**config.mk**
```make
export PLATFORM = sky130hd
export DESIGN_NAME = glitch_capture_pipe
export DESIGN_NICKNAME = d
export VERILOG_FILES = /design/src/rtl/glitch_capture_pipe.sv
export SDC_FILE = /design/constraint.sdc
export NUM_CORES = 1
export LEC_CHECK = 0
export CAP_MARGIN = 20
export CORE_AREA = 2 2 95 97
export CTS_CLUSTER_DIAMETER = 40
export DETAILED_ROUTE_END_ITERATION = 10
export DIE_AREA = 0 0 97 99
export PLACE_DENSITY = 0.88
export SKIP_CTS_REPAIR_TIMING = 1
export SLEW_MARGIN = 10
export SYNTH_ARGS = -nofsm -noshare
export SYNTH_HDL_FRONTEND = slang
export SYNTH_SLANG_ARGS = --single-unit
```
**constraint.sdc**
```tcl
create_clock -name glitched_clk -period 2.5 [get_ports glitched_clk]
set_clock_uncertainty 0.15 [all_clocks]
set_input_delay 0.5 -clock glitched_clk [delete_from_list [all_inputs] [get_ports glitched_clk]]
set_output_delay 0.5 -clock glitched_clk [all_outputs]
set_load 0.1 [all_outputs]
```
**src/rtl/glitch_capture_pipe.sv**
```systemverilog
// Glitch capture pipeline: delays the attacked datapath result through DEPTH
// register stages, compares each delivered sample against its golden value
// while a capture window is armed, counts samples/faults and latches the
// first faulty sample for the campaign controller.
module glitch_capture_pipe #(
  parameter int WIDTH         = 5,
  parameter int DEPTH         = 1,
  parameter int CNT_W         = 16,
  parameter int STOP_ON_FAULT = 0
) (
  input  logic             glitched_clk,
  input  logic             rst,
  input  logic             in_valid,
  input  logic [WIDTH-1:0] sum,
  input  logic [WIDTH-1:0] golden,
  input  logic             arm,
  input  logic             clr,
  input  logic [CNT_W-1:0] window,
  output logic             out_valid,
  output logic [WIDTH-1:0] finout,
  output logic             fault_pulse,
  output logic [CNT_W-1:0] fault_cnt,
  output logic [CNT_W-1:0] sample_cnt,
  output logic [WIDTH-1:0] first_data,
  output logic [WIDTH-1:0] first_golden,
  output logic [CNT_W-1:0] first_idx,
  output logic             first_vld,
  output logic             armed,
  output logic             done
);

  typedef enum logic [1:0] {
    IDLE  = 2'd0,
    ARMED = 2'd1,
    DONE  = 2'd2
  } state_t;

  localparam logic [CNT_W-1:0] CNT_MAX = {CNT_W{1'b1}};

  state_t state_q;
  state_t state_d;

  logic             pipe_vld  [DEPTH];
  logic [WIDTH-1:0] pipe_sum  [DEPTH];
  logic [WIDTH-1:0] pipe_gold [DEPTH];

  logic [WIDTH-1:0] gold_last;
  logic             mismatch;
  logic             clear;
  logic             count;
  logic [CNT_W-1:0] sample_inc;
  logic [CNT_W-1:0] fault_inc;

  assign out_valid = pipe_vld[DEPTH-1];
  assign finout    = pipe_sum[DEPTH-1];
  assign gold_last = pipe_gold[DEPTH-1];
  assign mismatch  = out_valid && (finout != gold_last);

  assign sample_inc = (sample_cnt == CNT_MAX) ? sample_cnt : sample_cnt + CNT_W'(1);
  assign fault_inc  = (fault_cnt  == CNT_MAX) ? fault_cnt  : fault_cnt  + CNT_W'(1);

  assign armed = (state_q == ARMED);
  assign done  = (state_q == DONE);

  // Free-running delay line of {valid, sum, golden}; never stalls.
  always_ff @(posedge glitched_clk) begin
    // NOTE: the stage arrays are reset explicitly so that a reset mid-window
    // discards every in-flight sample instead of replaying stale data.
    if (!rst) begin
      for (int i = 0; i < DEPTH; i++) begin
        pipe_vld[i]  <= 1'b0;
        pipe_sum[i]  <= '0;
        pipe_gold[i] <= '0;
      end
    end else begin
      pipe_vld[0]  <= in_valid;
      pipe_sum[0]  <= sum;
      pipe_gold[0] <= golden;
      for (int i = 1; i < DEPTH; i++) begin
        pipe_vld[i]  <= pipe_vld[i-1];
        pipe_sum[i]  <= pipe_sum[i-1];
        pipe_gold[i] <= pipe_gold[i-1];
      end
    end
  end

  // Capture-window FSM state register.
  always_ff @(posedge glitched_clk) begin
    // NOTE: sequential state uses non-blocking assignments only, so every
    // register samples the pre-edge values regardless of statement order.
    if (!rst) state_q <= IDLE;
    else      state_q <= state_d;
  end

  // Next-state logic plus the clear/count strobes for the counter bank.
  always_comb begin
    // NOTE: every output of this block gets a default first, so no path can
    // leave a signal unassigned and infer a latch.
    state_d = state_q;
    clear   = 1'b0;
    count   = 1'b0;
    unique case (state_q)
      IDLE: begin
        if (arm) begin
          state_d = ARMED;
          clear   = 1'b1;
        end
      end
      ARMED: begin
        if (out_valid) begin
          count = 1'b1;
          if (((window != '0) && (sample_inc == window)) ||
              ((STOP_ON_FAULT != 0) && mismatch)) begin
            state_d = DONE;
          end
        end
      end
      DONE: begin
        if (arm) begin
          state_d = ARMED;
          clear   = 1'b1;
        end
      end
      default: state_d = IDLE;
    endcase
    // clr dominates arm and any compare event in the same cycle.
    if (clr) begin
      state_d = IDLE;
      clear   = 1'b1;
      count   = 1'b0;
    end
  end

  // Counters, fault pulse and first-fault capture, updated one cycle after
  // the compared sample leaves the pipeline.
  always_ff @(posedge glitched_clk) begin
    if (!rst || clear) begin
      fault_pulse  <= 1'b0;
      fault_cnt    <= '0;
      sample_cnt   <= '0;
      first_data   <= '0;
      first_golden <= '0;
      first_idx    <= '0;
      first_vld    <= 1'b0;
    end else begin
      fault_pulse <= 1'b0;
      if (count) begin
        sample_cnt <= sample_inc;
        if (mismatch) begin
          fault_cnt   <= fault_inc;
          fault_pulse <= 1'b1;
          if (!first_vld) begin
            first_data   <= finout;
            first_golden <= gold_last;
            first_idx    <= sample_cnt;
            first_vld    <= 1'b1;
          end
        end
      end
    end
  end

endmodule
```
==> flow_metrics.py, run 1 <==
metrics = {
    "clock_network": {
        "clk-insertion-delay-late_ps": 350,
        "root_buffer": "clkbuf_8",
        "htreeDepth": 3,
        "cts_sinks": 73,
        "cts_tree": "built",
        "cts_buffers": 9,
        "clk_path_buf_depth": 2,
        "path_clk_slew_ps": 70,
    },
    "timing": {
        "period_needed_ps": 2520,
        "finalSetupViolations": 2,
        "final.period_utilization_pct": 101,
        "tns_ps": -35.4,
        "tightest_slew_ps": 703,
        "relSlewSlack_pct": 52.9,
        "max_freq_ghz": 0.397,
        "layout_setup_ws_ps": -20.3,
        "slew_viol_final": 0,
        "hold_viol": 0,
        "hold_slack_ps": 350,
        "grt_setup_unrepaired": "yes",
    },
    "critical_path": {
        "reg2reg_to": "state_q[1]",
        "crit_fanout": 4,
        "worstSetupEndpointType": "flop",
        "reg2reg_depth": 8,
        "crit_type": "flop to flop",
        "cp.arrival_ps": 2660,
        "cp-start-kind": "flop",
        "endpoint": "state_q[1]",
        "worstSetupStartpoint": "sample_cnt[0]",
        "required_ps": 2640,
        "rrSetupSlack_ps": -20,
        "reg2reg_from": "sample_cnt[0]",
    },
    "outcome": {
        "violations": "negative setup slack",
        "outcome": "complete, but fails checks",
    },
    "cells_and_area": {
        "antennaDiodeCount": 0,
        "multi_input_area_sq_um": 2120,
        "design_area_sq_um": 5080,
        "nets": 550,
        "nFillCells": 774,
        "stdcell_count": 630,
        "synthToLayoutAreaGrowth_pct": 36.9,
        "post-route-util_pct": 59.4,
        "drive_gt1_share_pct": 32.4,
        "seqCellArea_sq_um": 1540,
    },
    "synthesis": {
        "synthDistinctLibCells": 56,
        "muxShareOfSynthArea_pct": 9.57,
        "yosys_register_bits": 73,
        "synthTopCellsByCount": "dfxtp_1 (73), nor2_1 (64), mux2i_1 (34), nand2_1 (24)",
        "yosys.area.top_type": "dfxtp_1",
        "yosys.area_share.simple_pct": 27.8,
        "syn-num-nets": 438,
        "synth_top_family_by_area": "simple AND/OR/NAND/NOR gates",
        "ys.flop_type": "dfxtp_1",
        "avgSynthCellArea_sq_um": 9.17,
        "ys_async_sr_fraction_pct": 0,
        "synth_compound_area_share_pct": 6.37,
        "syn_inst": 405,
        "synth_xor_area_share_pct": 10.4,
        "yosysMostFrequentCell": "dfxtp_1",
        "synth_edf_count": 0,
        "yosys-top-cells-area": "dfxtp_1 (39%), mux2i_1 (9.2%), nor2_1 (6.5%), xnor2_1 (5.2%), xor2_1 (5.2%)",
        "yosys_warnings": 0,
        "synthAdderAreaFrac_pct": 0.674,
        "yosysTopAreaCellShare_pct": 39.4,
        "synth-seq-area-share_pct": 39.4,
        "synth.cell_area_sq_um": 3710,
    },
    "global_route": {
        "grt_usage_pct": 20.5,
        "gr-total-overflow": 0,
        "grt_max_degree": 31,
        "antenna_found_initial": 0,
        "grt_pass1_wl_mm": 16.1,
        "grt_pass1_vias": 3331,
    },
    "hold_path": {
        "hp-class": "flop to flop",
    },
    "flow_run": {
        "max-cap-violations": 0,
    },
    "drt": {
        "first_pass_iters": 5,
        "detail_route.drc_violations": 0,
        "drt-total-wl_mm": 10.0,
        "via_per_inst": 5.33,
        "drt_iter0_markers": 153,
        "wl_per_cell_um": 15.9,
        "dr_total_vias": 3355,
        "ant_nets": 0,
    },
    "floorplan": {
        "fp.coreArea_sq_um": 8550,
        "start_util_pct": 43.4,
        "rows": 34,
        "die-width_um": 97,
        "fp.dieArea_sq_um": 9600,
        "num_io_pins": 99,
        "die_h_um": 99,
    },
    "placement": {
        "dp.cells": 612,
        "place.gp.congestion": 0.889,
        "portBuffers": 98,
        "place_area_sq_um": 4790,
        "hpwl_mm": 7.52,
        "pre_cts_slack_ps": -171,
    },
    "pwr": {
        "vdd_drop_max_mv": 0.490,
        "power.leakage_nw": 1.92,
        "power_mw": 2.38,
        "powerDensity_nw_per_um2": 469,
    },
}
-- worst min-delay path by stage --
| stage | from | endpoint | slack, ps | cells past startpoint |
|---|---|---|---|---|
| 6_report | first_idx[12] | first_idx[12] | 350 | 2 |
| 5_1_grt | first_idx[1] | first_idx[1] | 380 | 2 |
| 4_1_cts | first_idx[12] | first_idx[12] | 350 | 2 |
| 3_5_place_dp | first_idx[12] | first_idx[12] | 340 | 2 |
| 3_3_place_gp | first_golden[1] | first_golden[1] | 330 | 2 |
| 2_1_floorplan | pipe_gold[0][0] | first_golden[0] | 330 | 2 |
-- state kept, by name (all words and copies together), names as in the netlist --
name          cells
pipe_vld          1
fault_cnt        16
fault_pulse       1
pipe_gold         5
first_idx        16
pipe_sum          5
state_q           2
sample_cnt       16
first_vld         1
first_golden      5
first_data        5
-- cell type report --
class,instances,share of cell area (%)
Clock buffer,11,3.20
Clock inverter,5,1.18
Inverter,7,0.517
Multi-Input combinational cell,300,41.7
Sequential cell,73,30.2
Tap cell,108,2.66
Timing Repair Buffer,126,20.6
-- critical path, stage by stage (launching register included) --
cell,delay (ps)
dfxtp_4,390
ha_4,150
and4_4,290
nand3_4,90
mux2_4,320
a2111oi_4,350
o2111ai_2,200
a2111oi_4,340
a41o_1,200
-- cells in the final DEF, fill, tap and decap left out, types with 3 or more instances in the layout --
| master | n |
|---|---|
| nor2_1 | 64 |
| nand4_1 | 16 |
| inv_1 | 7 |
| mux2i_1 | 34 |
| nand3_1 | 12 |
| o21ai_0 | 4 |
| and3b_1 | 3 |
| nor4_1 | 6 |
| dfxtp_2 | 17 |
| a21oi_1 | 8 |
| dfxtp_4 | 14 |
| nor2b_1 | 3 |
| buf_4 | 94 |
| clkdlybuf4s50_1 | 30 |
| and3_1 | 9 |
| or3_1 | 4 |
| xor2_1 | 22 |
| dfxtp_1 | 42 |
| nand2b_1 | 3 |
| nor3_1 | 6 |
| nand2_1 | 23 |
| and2_1 | 13 |
| and4_1 | 3 |
| clkbuf_8 | 10 |
| xnor2_1 | 22 |
-- logic make-up (layout without fill, tap and decap cells) --
| logic type | after synthesis | count (layout) |
|---|---|---|
| and+or+nand+nor | 188 | 188 |
| muxes | 35 | 35 |
| AOI/OAI and AO/OA | 31 | 31 |
| adders and majority gates | 2 | 2 |
| buffers and inverters | 32 | 149 |
| xor gates and xnor gates | 44 | 44 |
| DFF | 73 | 73 |
-- where the power goes --
| group | total (mW) | internal (mW) | switching (mW) |
|---|---|---|---|
| Clock | 1.00 | 0.552 | 0.450 |
| Combinational | 0.213 | 0.0970 | 0.116 |
| Sequential | 1.17 | 1.16 | 0.00901 |
| Total | 2.38 | 1.81 | 0.575 |
-- per-layer routing --
layer	vias up	routed length, um	global-route usage [%]
li1	1641	-	-
met4	0	237	9.43
met1	1573	4350	24.3
met5	-	0	0
met3	21	588	4.75
met2	120	4820	35.5
Note: power is estimated with default switching activity, not from simulation.
==> inputs of run 2 (changes only) <==
CORE_AREA = 2 2 94 96   (was 2 2 95 97)
DIE_AREA = 0 0 96 98   (was 0 0 97 99)
GPL_ROUTABILITY_DRIVEN = 0   (was not set)
PLACE_DENSITY = 0.86   (was 0.88)
clock period = 3.3 ns   (was 2.5 ns; I/O delays follow)
==> flow_metrics.py, run 2 (synthesis results as in run 1) <==
metrics = {
    "outcome": {
        "outcome": "completed",
    },
    "floorplan": {
        "die-width_um": 96,
        "fp.dieArea_sq_um": 9410,
        "num_io_pins": 99,
        "rows": 34,
        "die_h_um": 98,
        "start_util_pct": 43.9,
        "fp.coreArea_sq_um": 8470,
    },
    "timing": {
        "hold_viol": 0,
        "max_freq_ghz": 0.343,
        "grt_setup_unrepaired": "no",
        "relSlewSlack_pct": 55.3,
        "tightest_slew_ps": 667,
        "final.period_utilization_pct": 88.2,
        "tns_ps": 0,
        "slew_viol_final": 0,
        "hold_slack_ps": 348,
        "finalSetupViolations": 0,
        "period_needed_ps": 2910,
    },
    "clock_network": {
        "path_clk_slew_ps": 80,
        "clk-insertion-delay-late_ps": 340,
        "htreeDepth": 3,
        "cts_sinks": 73,
        "clk_path_buf_depth": 2,
        "cts_buffers": 9,
        "root_buffer": "clkbuf_8",
        "cts_tree": "built",
    },
    "drt": {
        "detail_route.drc_violations": 0,
        "drt-total-wl_mm": 9.33,
        "met3_length_um": 729,
        "via_per_inst": 5.40,
        "wl_per_cell_um": 15.3,
        "highest_layer": "met4",
        "ant_nets": 0,
        "dr_total_vias": 3302,
        "drt_iter0_markers": 249,
        "routedLengthMet1_mm": 4.05,
        "wl_met2_mm": 4.37,
        "first_pass_iters": 5,
    },
    "global_route": {
        "grt_max_degree": 31,
        "antenna_found_initial": 0,
        "grt_pass1_wl_mm": 15.2,
        "grt_usage_pct": 20.1,
        "gr-total-overflow": 0,
        "grt_pass1_vias": 3230,
    },
    "pwr": {
        "powerDensity_nw_per_um2": 361,
        "power_mw": 1.71,
        "vdd_drop_max_mv": 0.250,
        "power.leakage_nw": 1.79,
    },
    "cells_and_area": {
        "synthToLayoutAreaGrowth_pct": 27.8,
        "mostFrequentLayoutCells": "buf_4 (76), dfxtp_1 (73), nor2_1 (64), mux2i_1 (34), clkdlybuf4s50_1 (30)",
        "antennaDiodeCount": 0,
        "design_area_sq_um": 4740,
        "top_regs": "fault_cnt x16, first_idx x16, sample_cnt x16",
        "nets": 531,
        "final_common_cell": "buf_4",
        "drive_gt1_share_pct": 21.7,
        "stdcell_count": 611,
    },
    "hold_path": {
        "hp-class": "flop to flop",
    },
    "critical_path": {
        "cp-start-kind": "flop",
        "worstSetupEndpointType": "flop",
        "cp.arrival_ps": 3040,
        "required_ps": 3430,
        "crit_fanout": 13,
        "crit_type": "flop to flop",
    },
    "flow_run": {
        "max-cap-violations": 0,
    },
    "placement": {
        "portBuffers": 98,
        "place_area_sq_um": 4560,
        "dp.cells": 595,
        "hpwl_mm": 6.97,
    },
}
[run 2: metrics by stage]
step,setup slack [ps],utilization (%)
2_1_floorplan,172,-
3_3_place_gp,442,53.8
3_5_place_dp,437,53.8
4_1_cts,434,56.0
5_1_grt,238,56.0
6_report,388,56.0
[run 2: per-layer routing]
metal,track usage (%),vias to the layer above
met5,0,-
met4,7.58,0
met3,5.17,20
met2,31.1,145
met1,26.8,1537
li1,-,1600
[run 2: worst max-delay path: stages, from the launching register on]
cell	delay, ps
dfxtp_1	490
ha_1	310
and4_4	320
nand4_4	250
nand3_1	220
xnor2_1	140
nand2_1	80
a2111oi_0	510
buf_4	210
a41o_1	170
[run 2: path summary, 6_finish.rpt]
path                   start         endpoint  slack [ps]  cells past startpoint
max            sample_cnt[1]       state_q[1]         390                      9
min reg2reg  first_golden[2]  first_golden[2]         350                      2
min          first_golden[2]  first_golden[2]         350                      2
max reg2reg    sample_cnt[1]       state_q[1]         390                      9
[run 2: power breakdown]
part / internal [mW] / total (mW) / switching [mW]
combinational: 0.0645 / 0.148 / 0.0832
sequential: 0.888 / 0.895 / 0.00654
clock: 0.348 / 0.669 / 0.320
total: 1.30 / 1.71 / 0.410
[run 2: layout make-up]
cell class | count | area (sq um)
inverters | 7 | 26.3
clock buffers | 11 | 131
clock inverters | 5 | 56.3
repair buffers | 107 | 891
well taps | 108 | 135
flip-flops and latches | 73 | 1460
fillers | 746 | 3720
multi-input cells | 300 | 2040
